<file path="config.mk">
export PLATFORM = sky130hd
export DESIGN_NAME = control_unit_mc
export DESIGN_NICKNAME = d
export VERILOG_FILES = /design/src/rtl/control_unit_mc.sv
export SDC_FILE = /design/constraint.sdc
export NUM_CORES = 1
export LEC_CHECK = 0
export CELL_PAD_IN_SITES_DETAIL_PLACEMENT = 0
export CELL_PAD_IN_SITES_GLOBAL_PLACEMENT = 1
export CORE_MARGIN = 2
export CORE_UTILIZATION = 24
export DETAILED_ROUTE_END_ITERATION = 12
export PLACE_DENSITY_LB_ADDON = 0.1
export SLEW_MARGIN = 0
export SYNTH_ARGS = -nofsm -noshare
export SYNTH_HDL_FRONTEND = slang
export SYNTH_SLANG_ARGS = --single-unit
export TNS_END_PERCENT = 100
</file>
<file path="constraint.sdc">
create_clock -name clk -period 1.2 [get_ports clk]
set_input_delay 0.18 -clock clk [delete_from_list [all_inputs] [get_ports clk]]
set_output_delay 0.18 -clock clk [all_outputs]
set_load 0.005 [all_outputs]
</file>
<file path="src/rtl/control_unit_mc.sv">
// Multi-cycle control FSM for the 4-bit-opcode datapath with ready/valid memory handshake.
// Optional memory-timeout fault is enabled by defining CU_MEM_TIMEOUT_EN.
module control_unit_mc #(
  parameter int unsigned IFETCH_HS = 1,
  parameter int unsigned TIMEOUT   = 15
) (
  input  logic       clk,
  input  logic       reset,
  input  logic       cont,
  input  logic [3:0] op_code,
  input  logic       mem_ready,
  output logic       load_pc,
  output logic       load_ins,
  output logic       write_reg,
  output logic       mem_en,
  output logic       mem_wen,
  output logic       imm_sel,
  output logic [1:0] data_sel,
  output logic [2:0] branch,
  output logic       pwr,
  output logic       halted,
  output logic       ins_retired,
  output logic       mem_fault
);

  typedef enum logic [2:0] {
    S_FETCH     = 3'd0,
    S_DECODE    = 3'd1,
    S_EXECUTE   = 3'd2,
    S_MEM       = 3'd3,
    S_WRITEBACK = 3'd4,
    S_HALTED    = 3'd5,
    S_FAULT     = 3'd6
  } state_t;

  localparam logic [3:0] OP_ALU     = 4'h0;
  localparam logic [3:0] OP_ALU_IMM = 4'h1;
  localparam logic [3:0] OP_LOAD    = 4'h2;
  localparam logic [3:0] OP_STORE   = 4'h3;
  localparam logic [3:0] OP_BR      = 4'h4;
  localparam logic [3:0] OP_BMI     = 4'h5;
  localparam logic [3:0] OP_BPL     = 4'h6;
  localparam logic [3:0] OP_BZ      = 4'h7;
  localparam logic [3:0] OP_MOVE    = 4'h8;
  localparam logic [3:0] OP_CMOV    = 4'h9;
  localparam logic [3:0] OP_JR      = 4'hA;
  localparam logic [3:0] OP_HALT    = 4'hF;

  localparam bit HS = (IFETCH_HS != 0);

  state_t     state;
  state_t     state_nxt;
  logic       timeout_hit;

  logic       load_pc_c;
  logic       load_ins_c;
  logic       write_reg_c;
  logic       mem_en_c;
  logic       mem_wen_c;
  logic       imm_sel_c;
  logic [1:0] data_sel_c;
  logic [2:0] branch_c;
  logic       pwr_c;
  logic       halted_c;
  logic       ins_retired_c;

`ifdef CU_MEM_TIMEOUT_EN
  logic [7:0] wait_cnt;
  logic       waiting;

  assign waiting     = (((state == S_FETCH) && HS) || (state == S_MEM)) && !mem_ready;
  assign timeout_hit = waiting && (wait_cnt == 8'(TIMEOUT));

  // Wait-state counter, restarted whenever the FSM changes state
  always_ff @(posedge clk or posedge reset) begin
    if (reset) begin
      wait_cnt <= 8'd0;
    end else if (state_nxt != state) begin
      wait_cnt <= 8'd0;
    end else if (waiting) begin
      wait_cnt <= wait_cnt + 8'd1;
    end else begin
      wait_cnt <= wait_cnt;
    end
  end
`else
  logic [7:0] unused_timeout;
  assign unused_timeout = 8'(TIMEOUT);
  assign timeout_hit    = 1'b0;
`endif

  // State register
  always_ff @(posedge clk or posedge reset) begin
    if (reset) begin
      state <= S_FETCH;
    end else begin
      state <= state_nxt;
    end
  end

  // Next-state and raw control outputs
  always_comb begin
    state_nxt     = state;
    load_pc_c     = 1'b0;
    load_ins_c    = 1'b0;
    write_reg_c   = 1'b0;
    mem_en_c      = 1'b0;
    mem_wen_c     = 1'b0;
    imm_sel_c     = 1'b0;
    data_sel_c    = 2'b00;
    branch_c      = 3'b000;
    pwr_c         = 1'b1;
    halted_c      = 1'b0;
    ins_retired_c = 1'b0;
    case (state)
      S_FETCH: begin
        if (HS) begin
          mem_en_c = 1'b1;
          if (mem_ready) begin
            state_nxt = S_DECODE;
          end else if (timeout_hit) begin
            state_nxt = S_FAULT;
          end else begin
            state_nxt = S_FETCH;
          end
        end else begin
          state_nxt = S_DECODE;
        end
      end
      S_DECODE: begin
        load_ins_c = 1'b1;
        state_nxt  = S_EXECUTE;
      end
      S_EXECUTE: begin
        if ((op_code == OP_LOAD) || (op_code == OP_STORE)) begin
          imm_sel_c = 1'b1;
          state_nxt = S_MEM;
        end else if ((op_code == OP_HALT) && !cont) begin
          state_nxt = S_HALTED;
        end else begin
          // Everything else, including released HALT and B/C/D/E, retires here
          load_pc_c     = 1'b1;
          ins_retired_c = 1'b1;
          state_nxt     = S_FETCH;
          case (op_code)
            OP_ALU:     write_reg_c = 1'b1;
            OP_ALU_IMM: begin imm_sel_c = 1'b1; write_reg_c = 1'b1; end
            OP_MOVE:    begin write_reg_c = 1'b1; data_sel_c = 2'b00; end
            OP_CMOV:    begin write_reg_c = 1'b1; data_sel_c = 2'b10; end
            OP_BR:      begin imm_sel_c = 1'b1; branch_c = 3'b001; end
            OP_BMI:     begin imm_sel_c = 1'b1; branch_c = 3'b010; end
            OP_BPL:     begin imm_sel_c = 1'b1; branch_c = 3'b011; end
            OP_BZ:      begin imm_sel_c = 1'b1; branch_c = 3'b100; end
            OP_JR:      branch_c = 3'b101;
            default:    branch_c = 3'b000;
          endcase
        end
      end
      S_MEM: begin
        imm_sel_c = 1'b1;
        mem_en_c  = 1'b1;
        mem_wen_c = (op_code == OP_STORE);
        if (mem_ready) begin
          if (op_code == OP_STORE) begin
            load_pc_c     = 1'b1;
            ins_retired_c = 1'b1;
            state_nxt     = S_FETCH;
          end else begin
            state_nxt = S_WRITEBACK;
          end
        end else if (timeout_hit) begin
          state_nxt = S_FAULT;
        end else begin
          state_nxt = S_MEM;
        end
      end
      S_WRITEBACK: begin
        mem_en_c      = 1'b1;
        data_sel_c    = 2'b01;
        write_reg_c   = 1'b1;
        load_pc_c     = 1'b1;
        ins_retired_c = 1'b1;
        state_nxt     = S_FETCH;
      end
      S_HALTED: begin
        halted_c = 1'b1;
        pwr_c    = 1'b0;
        if (cont) begin
          load_pc_c     = 1'b1;
          ins_retired_c = 1'b1;
          state_nxt     = S_FETCH;
        end else begin
          state_nxt = S_HALTED;
        end
      end
      S_FAULT: begin
        halted_c  = 1'b1;
        pwr_c     = 1'b0;
        state_nxt = S_FAULT;
      end
      default: begin
        state_nxt = S_FETCH;
      end
    endcase
  end

  // Reset masks every strobe at once so an in-flight access is abandoned cleanly
  assign load_pc     = load_pc_c & ~reset;
  assign load_ins    = load_ins_c & ~reset;
  assign write_reg   = write_reg_c & ~reset;
  assign mem_en      = mem_en_c & ~reset;
  assign mem_wen     = mem_wen_c & ~reset;
  assign imm_sel     = imm_sel_c & ~reset;
  assign data_sel    = data_sel_c & {2{~reset}};
  assign branch      = branch_c & {3{~reset}};
  assign pwr         = pwr_c | reset;
  assign halted      = halted_c & ~reset;
  assign ins_retired = ins_retired_c & ~reset;

`ifdef CU_MEM_TIMEOUT_EN
  assign mem_fault = (state == S_FAULT) & ~reset;
`else
  assign mem_fault = 1'b0;
`endif

endmodule

</file>
# Yosys cells after proc, flatten, opt, wreduce, memory -nomap -nowiden
# Cells that the tools add are included.
[word_totals] regBits=3 in_bits=8 out_inout_bits=15
[op_classes] eq_ne=17 muxes=34 n_bitwise=11 reduce_logical=9
[op_table] operator="$mux 3" count=8
[op_table] operator="$pmux 3 s6" count=1
[op_table] operator="$mux 1" count=17
[op_table] operator="$eq 4x3->1 const B" count=4
[op_table] operator="$eq 4x4->1 const B" count=4
[op_table] operator="$pmux 3 s5" count=1
[op_table] operator="$eq 3x3->1 const B" count=3
[op_table] operator="$eq 4x2->1 const B" count=2
[op_table] operator="$and 1x1->1" count=7
[op_table] operator="$eq 3x2->1 const B" count=2
[op_table] operator="$mux 2" count=3
[op_table] operator="$reduce_or 5->1" count=1
[op_table] operator="$eq 4x1->1 const B" count=1
[op_table] operator="$logic_not 4->1" count=1
[op_table] operator="$pmux 1 s2" count=2
[op_table] operator="$pmux 1 s4" count=1
[op_table] operator="$pmux 2 s2" count=1
[op_table] operator="$reduce_or 4->1" count=1
[op_table] operator="$and 3x3->3" count=1
[op_table] operator="$eq 3x1->1 const B" count=1
[op_table] operator="$logic_not 3->1" count=1
[op_table] operator="$reduce_or 3->1" count=1
[op_table] operator="$and 2x2->2" count=1
[op_table] operator="$reduce_or 2->1" count=1
[op_table] operator="5 further kinds" count=5

# Depth between registers and ports, before layout
[depth] depth_word=7 mapped_depth=6

# Worst setup path after synthesis
# Ideal clock, no wire load.
[synth_timing] path_type="register to output" start="reg state[2]" end="out load_pc" arrival_ns=1.224 slack_ns=-0.204 stages_incl_launch_ff=7 n_path_buf=2 cell_sequence="dfrtp_1 buf_2 nand2b_4 nor3_4 o21ai_0 a21oi_1 buf_4"
[synth_between] elab_chain_cells=3 word_cells_on_any_way=6 cone_classes="eq/ne (4); mux (1); bitwise (1)"
[synth_rtl] item="start: declaration" line="51" rtl="state_t state;"
[synth_rtl] item="start signal: assignment" line="97" rtl="state <= state_nxt;"
[synth_rtl] item="$eq 3x3->1 / $eq 3x2->1 (equally long branches)"
[synth_rtl] item="$pmux 1 s4 (*)"
[synth_rtl] item="$and 1x1->1 (*)"
[synth_rtl] item="end: declaration" line="12" rtl="output logic load_pc,"
# Mark *: on every way between the ends. The rest lies on a longest branch, timed or not.

# Worst setup path in the final report
[layout_timing] start="reg state[0]" end="out branch[0]"
[layout_between] elab_chain_cells=3
[layout_rtl] item="$eq 3x2->1" line="115" rtl="case (state)"
[layout_rtl] item="$mux 3" line="115"
[layout_rtl] item="$and 3x3->3" line="215" rtl="assign branch = branch_c & {3{~reset}};"
[layout_rtl] item="end: declaration" line="19" rtl="output logic [2:0] branch,"
# Every way passes these cells.

==> metrics.md <==
| Metric | Value |
|---|---|
| Reg power frac | `0.110` |
| Final estimated routing congestion in global placement | `between 0.7 and 0.8` |
| DRT iter0 DRCs | `6` |
| Final worst clock skew | `roughly 0.0044 ns` |
| Failing checks | `setup timing` |
| Mapped Area | `about 500 sq um` |
| Total number of H-tree levels | `1` |
| Timing-limited maximum frequency | `roughly 0.61 GHz` |
| Top cells by area in the synthesized netlist | `dfrtp_1, nor3_1, nor2_1` |
| Delay of the slowest cell on the worst path | `roughly 0.40 ns` |
| Vias per cell | `around 4.6` |
| Most numerous cell types in the synthesized netlist | `nor2_1, nor3_1, o21ai_0` |
| Power density of the placed cells | `about 1600 nW/um^2` |
| Startpoint of the most critical register-to-register path | `state[0]` |
| Non-filler instance count after layout | `150` |
| Starting Density | `0.2582` |
| # IOs | `23` |
| PortBufs | `21` |
| Worst path setup slack after routing | `-0.4491 ns` |
| Die Span X | `between 50 and 60 um` |
| Class of the most critical setup path | `reg2out` |
| Synthesized area divided by synthesized cell count | `approximately 7.1 sq um` |
| EDFF count, synth | `0` |
| Reg-to-reg slack, setup | `-0.04 ns` |
| Source of the critical timing path | `state[0]` |
| Library cell with the largest summed area after synthesis | `dfrtp_1` |
| Endpoint of the most critical setup path | `branch[0]` |
| Worst reg2reg path endpoint | `state[0]` |
| Area of all placed cells without fillers | `~1100 sq um` |
| Clock slew seen by the registers of the worst setup and hold paths | `around 0.040 ns` |
| Required @ worst endpoint | `1.02 ns` |
| Area of the die | `around 2500 sq um` |
| Final min period | `roughly 1.6 ns` |
| Max clock buf depth | `2` |
| Synth cell types | `31` |
| Arrival time of data at the critical path endpoint | `~1.5 ns` |
| Total grt overflow | `0` |
| Share of the synthesized area in the top cell type | `0.1467` |
| Number of stages on the worst setup path | `6` |
| Insertion delay to the later sink of the worst-skew pair | `about 0.25 ns` |
| Depth of the worst register-to-register path | `7` |
| Post-detailed-routing wire length | `1869 um` |
| Series of cell instances along the critical path | `buf_6, nor3_4, nand2_2, buf_6, nor3_4, buf_2` |
| Fraction of final layout cells sized beyond drive strength 1 | `0.6585` |
| Portion of the post-synthesis area used by sequential elements | `0.1467` |
| Remaining DRCs | `0` |
| Reg with most FFs | `state` |
| P_leak | `0.4999 nW` |
| Placed instance count | `~130` |
| Clk pwr share | `0.111` |
| GRT Resource Usage Total | `0.1536` |
| Most common cell in the netlist | `nor2_1` |
| TritonCTS clock tree | `yes` |
| IR Drop Worst-Case VDD | `about 630 uV` |
| Core outline area | `~2000 sq um` |
| Total number of vias | `686` |
| Detailed-routing iteration count for the pre-antenna-repair pass | `4` |
| Largest registers | `state: 3 flops` |
| Standard-cell row count | `16` |
| Number of nets in the layout | `about 130` |
| Number of antenna violations at the first check in global routing | `0` |
| Number of warnings printed during yosys synthesis | `0` |
| Hold Slack | `0.2942 ns` |
| Net Sw Power | `~700 uW` |
| Result of the run | `finished with violations` |
| HP Class | `in2async` |
| Finished Core Util | `0.5347` |
| Count of mapped cells out of synthesis | `72` |
| Combinational share of power | `0.779` |
| Type of element launching the critical path | `flip-flop` |
| Maximum number of pins on one net before global-route repair | `11` |
| Main synth FF type | `dfrtp_1` |
| Layout overhead on the synthesized area | `107.1%` |
| Clock tree root buffer cell | `clkbuf_4` |
| Proportion of synthesized flip-flops having asynchronous set or reset | `1.000` |
| Delay-heaviest family, CP | `buffers and inverters` |
| Critical Path Sink Type | `output pin` |
| Critical-path cell with the highest stage delay | `dfrtp_1` |
| Placed standard-cell area | `approximately 870 sq um` |
| Antenna diode count | `0` |
| Buf/Inv on CP | `3` |
| Fin. max-slew vios | `0` |
| Number of buffers added by the clock tree synthesis step | `3` |
| Hold-fix buffers, CTS | `0` |
| Share of the clock period used by the worst path | `1.374` |
| Number of max-cap violations | `0` |
| P_int | `~1.0 mW` |
| Number of nets with antenna violations after routing | `0` |
| Total Power Consumption | `approximately 1.7 mW` |
| FF+latch count, synth | `3` |
| Number of nets produced by synthesis | `80` |
| Highest net fanout along the worst path | `4` |
| Clk sinks | `3` |
| Final Hold Violating Endpoints | `0` |
| Detailed-placement wirelength estimate | `approximately 1200 um` |
| Average wire length per cell after detail routing | `12.46 um` |
| Final number of setup-violating endpoints | `16` |
| Vias in the first global route | `roughly 660` |
| Fraction of power spent switching nets | `0.4062` |
| First-pass GRT wire length | `approximately 3000 um` |
| Unrepaired setup endpoints after global routing | `true` |
| Height of the chip | `roughly 50 um` |
| Max reg flops | `3` |
==> cell families (layout without fill, tap and decap cells) <==
logic type | Yosys count | count (layout) | synth area share
buf+inv | 11 | 62 | 0.1393
xor+xnor | 2 | 2 | 0.03424
mux | 1 | 1 | 0.01956
flops | 3 | 3 | 0.1467
simple gates | 41 | 41 | 0.5061
other cells | 1 | 1 | 0.007328
compound gates | 13 | 13 | 0.1467
==> worst min-delay path: stages <==
cell and delay [ns]:
clkdlybuf4s50_1 0.44, inv_2 0.10, buf_4 0.14
==> per-layer routing <==
metal  GRT usage  up-vias  share of wire
li1            -      348              -
met1      0.1927      319           0.42
met2      0.2675       16           0.54
met3    0.008929        3          0.030
met4     0.06944        0          0.016
met5           0        -              0
==> worst min path at each step <==
stage / slack, ns / endpoint / startpoint
finish: 0.29 / state[0] / reset
CTS: 0.28 / state[0] / reset
global route: 0.30 / state[0] / reset
detailed placement: 0.58 / state[0] / reset
global placement: 0.57 / state[0] / reset
floorplan: -0.03 / state[0] / reset
==> power by group through the flow <==
stage	Sequential, mW	Combinational (mW)	Clock, mW
2_1_floorplan	0.186	0.453	0
3_3_place_gp	0.183	0.851	0
3_5_place_dp	0.183	0.833	0
4_1_cts	0.179	1.12	0.199
5_1_grt	0.200	1.46	0.209
6_report	0.192	1.36	0.193
==> cells in the final DEF, fill, tap and decap left out, drive strengths merged, types with 4 or more instances in the layout <==
master       synthesis  layout
a21oi                4       4
buf                  8      48
clkbuf               1       5
dlygate4sd2          0       4
nand2                6       6
nand2b               4       4
nor2                 9       9
nor2b                4       4
nor3                 8       8
o21ai                6       6
==> final cells by class <==
type	instances	area, sq um
fillers	190	922.1
multi-input cells	58	475.5
repair buffers	56	440.4
flip-flops and latches	3	76.32
well taps	27	33.78
clock buffers	4	26.28
inverters	2	7.507
==> metrics by stage <==
step	setup TNS (ns)	worst slack, ns
6_report	-4.511	-0.4491
5_1_grt	-5.644	-0.5317
4_1_cts	-5.041	-0.4844
3_5_place_dp	-10.80	-0.9368
3_3_place_gp	-10.75	-0.9136
2_1_floorplan	-0.4457	-0.1563
==> repair_timing <==
| action | 4_1_cts | 5_1_grt |
|---|---|---|
| pin swaps | 13 | 6 |
| gates resized for setup | 78 | 22 |
| buffers inserted | 9 | 5 |
| cloned | 0 | 1 |
| setup endpoints to repair | 16 | 16 |
Note: power is estimated with default switching activity, not from simulation.
